### src/rtl/score_bcd_encoder_pkg.sv
// Shared constants and state encoding for the score display blocks.
// MAX_VAL is the largest value an NDIG-digit decimal display can show.
package score_bcd_encoder_pkg;

   typedef enum logic [1:0] {
      IDLE  = 2'd0,
      SHIFT = 2'd1,
      DONE  = 2'd2
   } conv_state_t;

   localparam int DEFAULT_NDIG = 4;

   // Largest decimal value representable in ndig digits (10^ndig - 1).
   function automatic int max_val(input int ndig);
      int p;
      p = 1;
      for (int i = 0; i < ndig; i++) begin
         p = p * 10;
      end
      return p - 1;
   endfunction

   localparam int MAX_VAL = max_val(DEFAULT_NDIG);

endpackage

### src/rtl/score_bcd_encoder_add3.sv
// Double-dabble digit correction: a BCD digit of 5 or more gets 3 added
// so that the following left shift carries correctly into the next digit.
module bcd_add3 (
   input  logic [3:0] din,
   output logic [3:0] dout
);

   assign dout = (din >= 4'd5) ? din + 4'd3 : din;

endmodule

### src/rtl/score_bcd_encoder.sv
// Sequential binary-to-BCD converter for the score display (double-dabble,
// one bit per clock), with saturation to all nines and leading-zero blanking.
module score_bcd_encoder
   import score_bcd_encoder_pkg::*;
#(
   parameter int BIN_W = 14,
   parameter int NDIG  = 4
) (
   input  logic                clkin,
   input  logic                reset,
   input  logic                start,
   input  logic [BIN_W-1:0]    bin,
   output logic                busy,
   output logic                done,
   output logic [4*NDIG-1:0]   digits,
   output logic                overflow,
   output logic [NDIG-1:0]     blank
);

   localparam int CNT_W = $clog2(BIN_W + 1);
   localparam int CMP_W = (BIN_W > 32) ? BIN_W : 32;
   localparam logic [CMP_W-1:0] MAX_CMP = CMP_W'(max_val(NDIG));

   conv_state_t           state, next_state;
   logic [BIN_W-1:0]      shreg;
   logic [BIN_W-1:0]      bin_reg;
   logic [4*NDIG-1:0]     scratch;
   logic [4*NDIG-1:0]     scratch_adj;
   logic [CNT_W-1:0]      iter_cnt;
   logic                  bin_too_big;
   logic                  upper_zero;

   for (genvar g = 0; g < NDIG; g++) begin : g_add3
      bcd_add3 u_add3 (
         .din  (scratch[4*g +: 4]),
         .dout (scratch_adj[4*g +: 4])
      );
   end

   assign busy        = (state != IDLE);
   assign bin_too_big = (CMP_W'(bin_reg) > MAX_CMP);

   always_ff @(posedge clkin) begin
      if (reset) begin
         state <= IDLE;
      end else begin
         state <= next_state;
      end
   end

   always_comb begin
      next_state = state;
      case (state)
         IDLE:    if (start) next_state = SHIFT;
         SHIFT:   if (iter_cnt == CNT_W'(1)) next_state = DONE;
         DONE:    next_state = IDLE;
         default: next_state = IDLE;
      endcase
   end

   // Results are committed on the edge that leaves DONE, so done and the
   // new digits appear together and then hold until the next conversion.
   always_ff @(posedge clkin) begin
      if (reset) begin
         shreg    <= '0;
         bin_reg  <= '0;
         scratch  <= '0;
         iter_cnt <= '0;
         done     <= 1'b0;
         digits   <= '0;
         overflow <= 1'b0;
      end else begin
         done <= (state == DONE);
         case (state)
            IDLE: begin
               if (start) begin
                  shreg    <= bin;
                  bin_reg  <= bin;
                  scratch  <= '0;
                  iter_cnt <= CNT_W'(BIN_W);
               end
            end
            SHIFT: begin
               {scratch, shreg} <= {scratch_adj, shreg} << 1;
               iter_cnt         <= iter_cnt - CNT_W'(1);
            end
            DONE: begin
               overflow <= bin_too_big;
               digits   <= bin_too_big ? {NDIG{4'h9}} : scratch;
            end
            default: ;
         endcase
      end
   end

   // Walk down from the most significant digit; a digit blanks only while
   // everything above it is zero. Digit 0 always shows.
   always_comb begin
      blank      = '0;
      upper_zero = 1'b1;
      for (int i = NDIG - 1; i >= 1; i--) begin
         upper_zero = upper_zero & (digits[4*i +: 4] == 4'd0);
         blank[i]   = upper_zero;
      end
   end

endmodule
### config.mk
export PLATFORM = sky130hd
export DESIGN_NAME = score_bcd_encoder
export DESIGN_NICKNAME = d
export VERILOG_FILES = /design/src/rtl/score_bcd_encoder_pkg.sv /design/src/rtl/score_bcd_encoder_add3.sv /design/src/rtl/score_bcd_encoder.sv
export SDC_FILE = /design/constraint.sdc
export NUM_CORES = 1
export LEC_CHECK = 0
export ABC_AREA = 1
export BUFFER_PORTS_ARGS = -buffer_cell sky130_fd_sc_hd__buf_2
export CORE_ASPECT_RATIO = 0.7
export CORE_MARGIN = 2
export CORE_UTILIZATION = 59
export CTS_BUF_LIST = sky130_fd_sc_hd__clkbuf_8
export CTS_CLUSTER_SIZE = 12
export DETAILED_ROUTE_END_ITERATION = 8
export PLACE_DENSITY_LB_ADDON = 0.1
export SYNTH_ARGS = -nofsm -noshare
export SYNTH_HDL_FRONTEND = slang
export SYNTH_SLANG_ARGS = --single-unit
export TNS_END_PERCENT = 20
### constraint.sdc
create_clock -name clkin -period 1.6 [get_ports clkin]
set_input_delay 0.16 -clock clkin [delete_from_list [all_inputs] [get_ports clkin]]
set_output_delay 0.16 -clock clkin [all_outputs]
set_load 0.02 [all_outputs]
==> impl_metrics.csv <==
group,metric,value,unit
status,outcome,"finished, final reports clean",
layout,top_regs,"digits x16, scratch x16, shreg x14",
yosys,ys_ff_latch,64,
critical_path,critPathArrivalTime,1.67,ns
placement,hpwl,4.41,mm
critical_path,path_class,"reg2reg",
critical_path,critPathTopFamily,"simple AND/OR/NAND/NOR gates",
global_route,grt_pass1_vias,2513,
global_route,gr-usage-met3,8.91,%
layout,fillers,420,
min_path,hold_end,"shreg[0]$_SDFFE_PP0P_",
floorplan,num_rows,21,
critical_path,slowest_delay,0.35,ns
clocking,ctsHoldBuffers,0,
pwr,vdd_drop_max,0.000565,V
placement,gp_congestion,0.848,
detailed_routing,wl,6.62,mm
yosys,yosysTopAreaCellShare,43.2,%
clocking,cts_setup_buffers,0,
timing,rsz0062_at_grt,"no",
layout,stdcell_count,540,
job,max_cap_violations,0,
yosys,ys_top_cells_by_area,"dfxtp_1 (43%), nand2_1 (16%), a21oi_1 (8.9%), inv_1 (6.6%), nor2_1 (5.1%)",
placement,portBuffers,38,
critical_path,cp_num_buf_inv,2,
timing,setup_violations,0,
clocking,cts_tree,"done",
layout,drive_above_1_share,14.6,%
placement,place_inst,523,
critical_path,cp_cell_sequence,"inv_1, nor2_2, buf_12, nand3_1, o21ai_0, a21oi_1",
timing,setup_tns,0,ns
min_path,hp-start,"bin[0]",
detailed_routing,num_vias,2801,
clocking,cts_inserted_buffers,9,
critical_path,r2r-start,"state[0]$_SDFFE_PP0P_",
floorplan,die_h,63.3,um
clocking,clock_latency,0.34,ns
timing,clock_skew,0.00777,ns
yosys,syn-mean-instance-area,6.96,um^2
critical_path,reg2reg_slack,0.16,ns
clocking,cts_buffer_depth,2,
global_route,grt_use_met2,40.0,%
layout,fin_util,71.6,%
detailed_routing,first_pass_iters,5,
min_path,hold_class,"in2reg",
floorplan,die_x,88.7,um
detailed_routing,drc,0,
critical_path,critPathLaunchType,"register",
layout,n_antenna_cell,0,
timing,fin_crit,1.44,ns
critical_path,crit_path_top_delay_cell,"nor2_2",
yosys,yosysTopAreaCell,"dfxtp_1",
yosys,synth_area,0.00297,mm^2
global_route,track_usage,25.4,%
global_route,grt-ovfl-total,0,
yosys,syn_inst,426,
floorplan,core_area,0.00481,mm^2
clocking,cts_htree_levels,3,
timing,whs,0.0755,ns
global_route,antenna_found_initial,0,
detailed_routing,wl_per_cell,12.3,um
timing,maxSlewViolCount,0,
yosys,synth_nets,453,
global_route,top_usage_layer,"met2",
floorplan,die-area,0.00562,mm^2
timing,final-hold-violation-count,0,
critical_path,r2r_end,"iter_cnt[3]$_SDFFE_PP0P_",
critical_path,cp-end-kind,"register",
pwr,powerDensity,995,mW/mm^2
clocking,root_buffer,"clkbuf_8",
floorplan,start_util,61.7,%
detailed_routing,ant_nets,0,
timing,max_freq,696,MHz
global_route,grt_pass1_wl,11.0,mm
yosys,ys_warn_count,0,
clocking,path_clk_slew,0.07,ns
yosys,ys_seq_area_share,43.2,%
global_route,use_met1,32.5,%
layout,syn_to_final_growth,16.0,%
timing,fin_crit_sh,89.8,%
pwr,leakagePower,1.68,nW
clocking,cts.repair.resized,0,
min_path,worstHoldPathCells,3,
yosys,ys_types,24,
critical_path,ff2ff_path_depth,6,
global_route,grt_start_max_net_pins,36,
critical_path,startpoint,"state[0]$_SDFFE_PP0P_",
critical_path,critPathMaxFanout,35,
detailed_routing,vias_per_cell,5.19,
critical_path,crit_required,1.83,ns
pwr,power.total,0.00342,W
clocking,cts_sinks,64,
detailed_routing,drt_iter0_markers,200,
floorplan,ioPinCount,40,
layout,fin_nets,493,
-- worst reg2reg max path, stage by stage (launching register included) --
cell and delay (ns):
dfxtp_1 0.31, inv_1 0.08, nor2_2 0.35, buf_12 0.25, nand3_1 0.12, o21ai_0 0.17
a21oi_1 0.06
-- area by class of cell --
type                    instances  area, um^2  area share, %
multi-input cells             291        1390           40.4
flip-flops and latches         64        1280           37.2
repair buffers                 48         290           8.44
inverters                      52         195           5.67
clock buffers                  11         151           4.40
well taps                      69        86.3           2.51
clock inverters                 5        47.5           1.38
-- cells in the mapped netlist --
cell type	n
nand4_1	11
nand2_2	2
inv_1	52
nand3_1	22
nand3_2	1
nor3_1	1
nor2_2	1
a211oi_1	4
ha_1	10
o211ai_1	4
o21ai_0	9
clkbuf_1	9
nor4_1	1
a21oi_1	53
a31oi_1	1
buf_6	2
dfxtp_1	64
nor2_4	2
buf_2	5
buf_4	4
conb_1	1
o21a_1	1
nor2_1	40
nand2_1	126
-- per-layer routing --
metal / routed length (um) / up-vias / part of all wire [%]
li1: - / 1436 / -
met1: 3250 / 1297 / 49
met2: 2950 / 62 / 45
met3: 364 / 6 / 5.5
met4: 57 / 0 / 0.86
met5: 0 / - / 0
-- worst max path at each step --
stage / cells past startpoint / slack (ns) / end
2_1_floorplan: 9 / 0.33 / scratch[12]$_SDFFE_PP0P_
3_3_place_gp: 8 / 0.14 / scratch[8]$_SDFFE_PP0P_
3_5_place_dp: 8 / 0.06 / scratch[12]$_SDFFE_PP0P_
4_1_cts: 6 / 0.03 / scratch[0]$_SDFFE_PP0P_
5_1_grt: 9 / 0.02 / scratch[8]$_SDFFE_PP0P_
6_report: 6 / 0.16 / iter_cnt[3]$_SDFFE_PP0P_
-- per-stage QoR --
| step | worst slack [ns] | instance area (um^2) |
|---|---|---|
| 3_3_place_gp | 0.139 | 3230 |
| 2_1_floorplan | 0.326 | 2970 |
| 3_5_place_dp | 0.0644 | 3230 |
| 5_1_grt | 0.0151 | 3440 |
| 6_report | 0.164 | 3440 |
| 4_1_cts | 0.0313 | 3430 |
-- cell families after synthesis --
family                   after synthesis  share of synthesized area (%)
adder cells (fa/ha/maj)               10                           4.22
AO/OA/AOI/OAI                         72                           13.0
flip-flops                            64                           43.2
other                                  1                          0.126
AND/OR/NAND/NOR                      207                           29.2
buffers and inverters                 72                           10.3
-- placed cells by master, fill, tap and decap left out, drive strengths merged --
| cell type | Yosys | layout |
|---|---|---|
| a211oi | 4 | 4 |
| a21oi | 53 | 53 |
| a31oi | 1 | 1 |
| buf | 11 | 48 |
| bufinv | 0 | 1 |
| clkbuf | 9 | 11 |
| clkinv | 0 | 2 |
| conb | 1 | 1 |
| dfxtp | 64 | 64 |
| ha | 10 | 10 |
| inv | 52 | 54 |
| nand2 | 128 | 128 |
| nand3 | 23 | 23 |
| nand4 | 11 | 11 |
| nor2 | 43 | 44 |
| nor3 | 1 | 1 |
| nor4 | 1 | 1 |
| o211ai | 4 | 4 |
| o21a | 1 | 1 |
| o21ai | 9 | 9 |
-- power breakdown --
part / internal (W) / switching (W)
sequential: 0.00165 / 0.0000305
clock: 0.000788 / 0.000592
combinational: 0.000120 / 0.000237
(Power assumes the default switching activity.)
